## src/rtl/fp_add_abs_cvt_unit.sv

```systemverilog
// Single-precision FADD/FSUB/FABS/FCVT.S.W slice, fixed 3-cycle latency, one issue per clock.
// Optional FPU_FSUB_EN: op 01 performs FSUB; without it op 01 decodes as FADD.
module fp_add_abs_cvt_unit #(
    parameter int unsigned LATENCY = 3
) (
    input  logic        clk,
    input  logic        rst,
    input  logic        in_valid,
    input  logic [1:0]  op,
    input  logic [31:0] src_a,
    input  logic [31:0] src_b,
    output logic        out_valid,
    output logic [31:0] result
);

    typedef enum logic [1:0] {
        OP_FADD   = 2'b00,
        OP_FSUB   = 2'b01,
        OP_FABS   = 2'b10,
        OP_FCVTSW = 2'b11
    } op_e;

    localparam logic [31:0] CANON_NAN = 32'h7FC0_0000;

    function automatic logic [5:0] lzc32(input logic [31:0] v);
        logic [5:0] n;
        n = 6'd32;
        for (int unsigned i = 0; i < 32; i++)
            if (v[i]) n = 6'(31 - i);
        return n;
    endfunction

    logic [LATENCY-1:0] stage_vld;
    op_e                i_op;
    logic [31:0]        i_a, i_b;
    logic [31:0]        s3_result;

    always_ff @(posedge clk) begin
        if (rst) begin
            stage_vld <= '0;
            out_valid <= 1'b0;
            result    <= '0;
        end else begin
            stage_vld <= {stage_vld[LATENCY-2:0], in_valid};
            out_valid <= stage_vld[LATENCY-1];
            if (stage_vld[LATENCY-1]) result <= s3_result;
        end
    end

    always_ff @(posedge clk) begin
        i_op <= op_e'(op);
        i_a  <= src_a;
        i_b  <= src_b;
    end

    // ---------------- S1: unpack, compare/swap, int abs ----------------
    logic        b_sign_eff;
    logic [7:0]  a_exp, b_exp, exp_diff;
    logic [22:0] a_frac, b_frac;
    logic        a_zero, b_zero, a_inf, b_inf, a_nan, b_nan, a_big;
    logic [30:0] a_mag, b_mag;
    logic [23:0] a_mant, b_mant;

    logic        n1_special, n1_is_cvt, n1_sign, n1_sub;
    logic [31:0] n1_special_val, n1_int_abs;
    logic [7:0]  n1_exp_big;
    logic [23:0] n1_mant_big, n1_mant_small;
    logic [4:0]  n1_shift;

    always_comb begin
`ifdef FPU_FSUB_EN
        b_sign_eff = i_b[31] ^ (i_op == OP_FSUB);
`else
        b_sign_eff = i_b[31];
`endif
    end

    always_comb begin
        a_exp  = i_a[30:23];
        b_exp  = i_b[30:23];
        a_frac = i_a[22:0];
        b_frac = i_b[22:0];
        a_zero = (a_exp == 8'h00);
        b_zero = (b_exp == 8'h00);
        a_inf  = (a_exp == 8'hFF) && (a_frac == 23'h0);
        b_inf  = (b_exp == 8'hFF) && (b_frac == 23'h0);
        a_nan  = (a_exp == 8'hFF) && (a_frac != 23'h0);
        b_nan  = (b_exp == 8'hFF) && (b_frac != 23'h0);
        // denormals compare and add as zero
        a_mag  = {a_exp, a_zero ? 23'h0 : a_frac};
        b_mag  = {b_exp, b_zero ? 23'h0 : b_frac};
        a_mant = a_zero ? 24'h0 : {1'b1, a_frac};
        b_mant = b_zero ? 24'h0 : {1'b1, b_frac};
        a_big  = (a_mag >= b_mag);

        n1_is_cvt     = (i_op == OP_FCVTSW);
        n1_int_abs    = i_a[31] ? (~i_a + 32'd1) : i_a;
        n1_sub        = i_a[31] ^ b_sign_eff;
        n1_exp_big    = a_big ? a_exp : b_exp;
        n1_mant_big   = a_big ? a_mant : b_mant;
        n1_mant_small = a_big ? b_mant : a_mant;
        exp_diff      = a_big ? (a_exp - b_exp) : (b_exp - a_exp);
        n1_shift      = (exp_diff > 8'd27) ? 5'd27 : exp_diff[4:0];
        n1_sign       = n1_is_cvt ? i_a[31] : (a_big ? i_a[31] : b_sign_eff);

        n1_special     = 1'b0;
        n1_special_val = '0;
        case (i_op)
            OP_FABS: begin
                n1_special     = 1'b1;
                n1_special_val = {1'b0, i_a[30:0]};
            end
            OP_FCVTSW: ;
            default: begin
                if (a_nan || b_nan || (a_inf && b_inf && n1_sub)) begin
                    n1_special     = 1'b1;
                    n1_special_val = CANON_NAN;
                end else if (a_inf) begin
                    n1_special     = 1'b1;
                    n1_special_val = {i_a[31], 8'hFF, 23'h0};
                end else if (b_inf) begin
                    n1_special     = 1'b1;
                    n1_special_val = {b_sign_eff, 8'hFF, 23'h0};
                end else if (a_zero && b_zero) begin
                    n1_special     = 1'b1;
                    n1_special_val = {i_a[31] & b_sign_eff, 31'h0};
                end
            end
        endcase
    end

    logic        s1_special, s1_is_cvt, s1_sign, s1_sub;
    logic [31:0] s1_special_val, s1_int_abs;
    logic [7:0]  s1_exp_big;
    logic [23:0] s1_mant_big, s1_mant_small;
    logic [4:0]  s1_shift;

    always_ff @(posedge clk) begin
        s1_special     <= n1_special;
        s1_special_val <= n1_special_val;
        s1_is_cvt      <= n1_is_cvt;
        s1_sign        <= n1_sign;
        s1_sub         <= n1_sub;
        s1_int_abs     <= n1_int_abs;
        s1_exp_big     <= n1_exp_big;
        s1_mant_big    <= n1_mant_big;
        s1_mant_small  <= n1_mant_small;
        s1_shift       <= n1_shift;
    end

    // ---------------- S2: align with sticky, add/sub, LZC ----------------
    logic [26:0] big27, small27, small_sh, aligned;
    logic [27:0] sum28;
    logic [31:0] n2_mag;
    logic [9:0]  n2_exp_base;
    logic [5:0]  n2_lzc;

    always_comb begin
        big27    = {s1_mant_big, 3'b000};
        small27  = {s1_mant_small, 3'b000};
        small_sh = small27 >> s1_shift;
        aligned  = {small_sh[26:1], small_sh[0] | ((small_sh << s1_shift) != small27)};
        sum28    = s1_sub ? ({1'b0, big27} - {1'b0, aligned})
                          : ({1'b0, big27} + {1'b0, aligned});
        // Both paths share one normaliser: magnitude MSB at bit 31 has exponent exp_base.
        n2_mag      = s1_is_cvt ? s1_int_abs : {sum28, 4'h0};
        n2_exp_base = s1_is_cvt ? 10'd158 : ({2'b00, s1_exp_big} + 10'd1);
        n2_lzc      = lzc32(n2_mag);
    end

    logic        s2_special, s2_sign;
    logic [31:0] s2_special_val, s2_mag;
    logic [9:0]  s2_exp_base;
    logic [5:0]  s2_lzc;

    always_ff @(posedge clk) begin
        s2_special     <= s1_special;
        s2_special_val <= s1_special_val;
        s2_sign        <= s1_sign;
        s2_mag         <= n2_mag;
        s2_exp_base    <= n2_exp_base;
        s2_lzc         <= n2_lzc;
    end

    // ---------------- S3: normalise, RNE, pack ----------------
    logic [31:0]        norm;
    logic [23:0]        mant;
    logic               g_bit, r_bit, s_bit, round_up;
    logic [24:0]        mant_r;
    logic signed [9:0]  exp_r;
    logic [22:0]        frac_r;

    always_comb begin
        norm     = s2_mag << s2_lzc[4:0];
        mant     = norm[31:8];
        g_bit    = norm[7];
        r_bit    = norm[6];
        s_bit    = |norm[5:0];
        round_up = g_bit & (r_bit | s_bit | mant[0]);
        mant_r   = {1'b0, mant} + 25'(round_up);
        exp_r    = s2_exp_base - {4'b0000, s2_lzc} + {9'h000, mant_r[24]};
        frac_r   = mant_r[24] ? mant_r[23:1] : mant_r[22:0];

        if (s2_special)
            s3_result = s2_special_val;
        else if (s2_lzc[5])
            s3_result = '0;
        else if (exp_r <= 10'sd0)
            s3_result = '0;
        else if (exp_r >= 10'sd255)
            s3_result = {s2_sign, 8'hFF, 23'h0};
        else
            s3_result = {s2_sign, exp_r[7:0], frac_r};
    end

endmodule

```

## config.mk

```make
export PLATFORM = sky130hd
export DESIGN_NAME = fp_add_abs_cvt_unit
export DESIGN_NICKNAME = d
export VERILOG_FILES = /design/src/rtl/fp_add_abs_cvt_unit.sv
export SDC_FILE = /design/constraint.sdc
export NUM_CORES = 1
export LEC_CHECK = 0
export CAP_MARGIN = 20
export CORE_MARGIN = 2
export CORE_UTILIZATION = 56
export DETAILED_ROUTE_END_ITERATION = 16
export GPL_TIMING_DRIVEN = 0
export PLACE_DENSITY = 0.85
export REMOVE_ABC_BUFFERS = 1
export SYNTH_ARGS = -nofsm -noshare
export SYNTH_HDL_FRONTEND = slang
export SYNTH_SLANG_ARGS = --single-unit
```

## constraint.sdc

```tcl
create_clock -name clk -period 8.6 [get_ports clk]
set_clock_uncertainty 0.05 [all_clocks]
set_input_delay 1.29 -clock clk [delete_from_list [all_inputs] [get_ports clk]]
set_output_delay 1.29 -clock clk [all_outputs]
set_load 0.01 [all_outputs]
```

==> flow_summary_export.csv <==
group,metric,value,unit
die,die_x,191,um
timing,rsz0062_at_grt,"no",
synthesis,ys_seq_area_share,31.9,%
timing,maxSlewViolCount,0,
routing,wl,67.1,mm
layout,nets,2514,
routing,dr_total_vias,18700,
flow_run,maxCapViolCount,0,
clock_network,cts.sinks,312,
worst_setup_path,worstSetupStartpoint,"s1_mant_small[23]$_DFF_P_",
routing,drc_errors,0,
synthesis,yosys_warnings,0,
synthesis,synth_seq_cells,312,
worst_setup_path,worstPathMaxFanout,12,
layout,final_area,22100,sq um
global_routing,grt_pass1_wl,101,mm
timing,worst_pin_slew,1150,ps
worst_setup_path,crit_arrival,8680,ps
global_routing,gr-total-overflow,0,
clock_network,postCtsHoldBufs,0,
synthesis,syn_avg_cell_area,8.46,sq um
power_and_ir_drop,peakVddDrop,0.000204,V
worst_setup_path,critPathLaunchType,"flop",
routing,wire_per_inst,23.9,um
worst_setup_path,crit_path_end_kind,"flop",
placed_design,pre_cts_slack,-428,ps
clock_network,numCtsBuffers,30,
min_path,hp-start,"s1_special_val[7]$_DFF_P_",
die,die_area,36500,sq um
worst_setup_path,rr_startpoint,"s1_mant_small[23]$_DFF_P_",
die,die_h,191,um
clock_network,cts_tree,"yes",
timing,fin_crit_sh,96.7,%
global_routing,grt_max_degree,67,
min_path,hold_path_class,"reg2reg",
power_and_ir_drop,power.leakage,0.00904,uW
clock_network,clock_path_buffers,3,
placed_design,gp_congestion,1.01,
timing,slew_headroom,23.2,%
routing,vias_per_cell,6.63,
die,core-area,34500,sq um
synthesis,synth_area,19600,sq um
timing,min_period,8320,ps
outcome,status,"finished, final reports clean",
synthesis,yosys_most_used_dff,"dfxtp_1",
timing,worst_slack,281,ps
power_and_ir_drop,total_power,5190,uW
placed_design,port-buffer-count,101,
die,rows,68,
power_and_ir_drop,power_density,235,nW/um^2
synthesis,yosysUniqueCellTypes,94,
layout,syn2layout_area_growth,13.0,%
clock_network,clock_latency,570,ps
placed_design,place_area,21000,sq um
synthesis,synth_edf_count,0,
global_routing,grt_pass1_vias,17400,
global_routing,groute.usage.overall,35.9,%
routing,dr.pass1.iters,6,
routing,drt_first_iter_violations,2191,
synthesis,async_flop_share,0,%
global_routing,antenna_found_initial,3,
clock_network,root_buffer,"clkbuf_16",
clock_network,clk_pin_slew,60,ps
timing,setup_violations,0,
clock_network,htree_levels,1,
worst_setup_path,crit_type,"reg2reg",
placed_design,dp_hpwl,49.2,mm
worst_setup_path,critPathRequiredTime,8970,ps
die,initial_core_util,56.8,%
synthesis,postSynthCellCount,2313,
routing,ant_nets,0,
die,ios,102,
timing,hold_viol,0,
timing,fmax,120,MHz
layout,drive_above_1_share,9.00,%
## layout by cell type (no fill, tap or decap), drive strengths merged, types with 37 or more instances in the layout
cell,count
ha,107
a21o,53
o31ai,44
nor2,173
mux2i,46
nor2b,38
a211oi,47
inv,108
o21ai,144
clkdlybuf4s50,101
clkbuf,38
xnor2,72
nand2,193
nand3,47
dfxtp,312
a21oi,122
and2,69
mux4,37
nor3,48
## synth_stat cells, drive strengths merged, types with 37 or more instances
cell,instances,area (sq um)
nand2,193,724
nor2,173,649
a211oi,47,353
o31ai,44,335
nor3,48,245
clkbuf,107,402
nand3,47,235
a21oi,122,618
o21ai,144,721
ha,107,1340
inv,109,409
xnor2,72,631
mux2i,46,460
a21o,53,398
dfxtp,312,6250
nor2b,38,238
mux4,37,833
and2,69,432
## metrics by stage
stage          TNS [ps]  hold WS [ps]  utilization (%)  instances
2_1_floorplan      -201           260                -       2175
3_3_place_gp     -63170           260             59.7       2731
3_5_place_dp      -4250           262             60.9       2747
4_1_cts               0           274             63.8       2803
5_1_grt               0           280             64.2       2811
6_report              0           274             64.2       2813
## worst paths after layout
check / end / slack, ps / depth (start not counted)
worst min register to register: s2_special_val[7]$_DFF_P_ / 270 / 0
worst min-delay path: s2_special_val[7]$_DFF_P_ / 270 / 0
worst max register to register: s2_lzc[5]$_SDFF_PP0_ / 280 / 26
worst max-delay path: s2_lzc[5]$_SDFF_PP0_ / 280 / 26
## registers in the layout, indices dropped and copies added, names as in the netlist, 2 cells and up
register / cells
i_b: 32
s1_mant_small: 24
s2_lzc: 6
i_op: 2
s1_int_abs: 32
i_a: 32
s2_exp_base: 9
s2_special_val: 32
s2_mag: 32
s1_exp_big: 8
result: 32
s1_special_val: 32
s1_shift: 5
s1_mant_big: 24
stage_vld: 3
## layer usage
metal | vias up | share of wire, % | GRT usage, %
met3 | 197 | 12 | 9.34
li1 | 8526 | - | -
met2 | 1116 | 43 | 54.2
met1 | 8811 | 41 | 49.4
met5 | - | 0 | 0
met4 | 0 | 4.2 | 12.5
## area by class of cell
type,count,area (sq um)
well taps,455,569
fillers,2763,12300
inverters,113,442
clock inverters,15,126
repair inverters,2,10.0
multi-input cells,1750,12400
repair buffers,125,1440
diodes,3,7.51
clock buffers,38,832
flip-flops and latches,312,6270
## worst max-delay path, cell delays in order (launching register included)
cell and delay, ps:
dfxtp_1 750, mux2i_1 160, mux4_2 620, and2_1 220, or3_1 510, inv_1 170, mux4_2 330, o211ai_1 120
a2111oi_1 580, nand4_1 160, or3_4 520, inv_1 90, ha_1 160, nand2_1 60, o31ai_1 370, a21oi_1 220
nand2b_1 210, a21oi_1 280, nand4_1 160, nor3b_1 160, or4b_1 490, o21ai_0 120, o21ai_1 130, or2_2 330
or3_1 330, or3_1 420, nor4_1 440
## cell families after synthesis
| kind of cell | after synthesis | synth area share [%] |
|---|---|---|
| xor+xnor | 99 | 4.43 |
| simple gates | 754 | 19.4 |
| fa+ha+maj | 111 | 7.25 |
| compound gates | 667 | 23.3 |
| buf+inv | 251 | 5.13 |
| flops | 312 | 31.9 |
| mux | 119 | 8.68 |
## report_power, final
part | internal, uW | switching [uW] | total, uW
clock | 717 | 569 | 1290
sequential | 1590 | 224 | 1810
combinational | 865 | 1230 | 2090
## timing repair
action	4_1_cts	5_1_grt
endpoints found under the hold margin	0	0
buffers inserted	2	6
gates cloned	1	1
setup endpoints to repair	20	26
gates resized for setup	7	18
pin swaps	0	1
No activity file was read; power rests on OpenSTA's default activity.
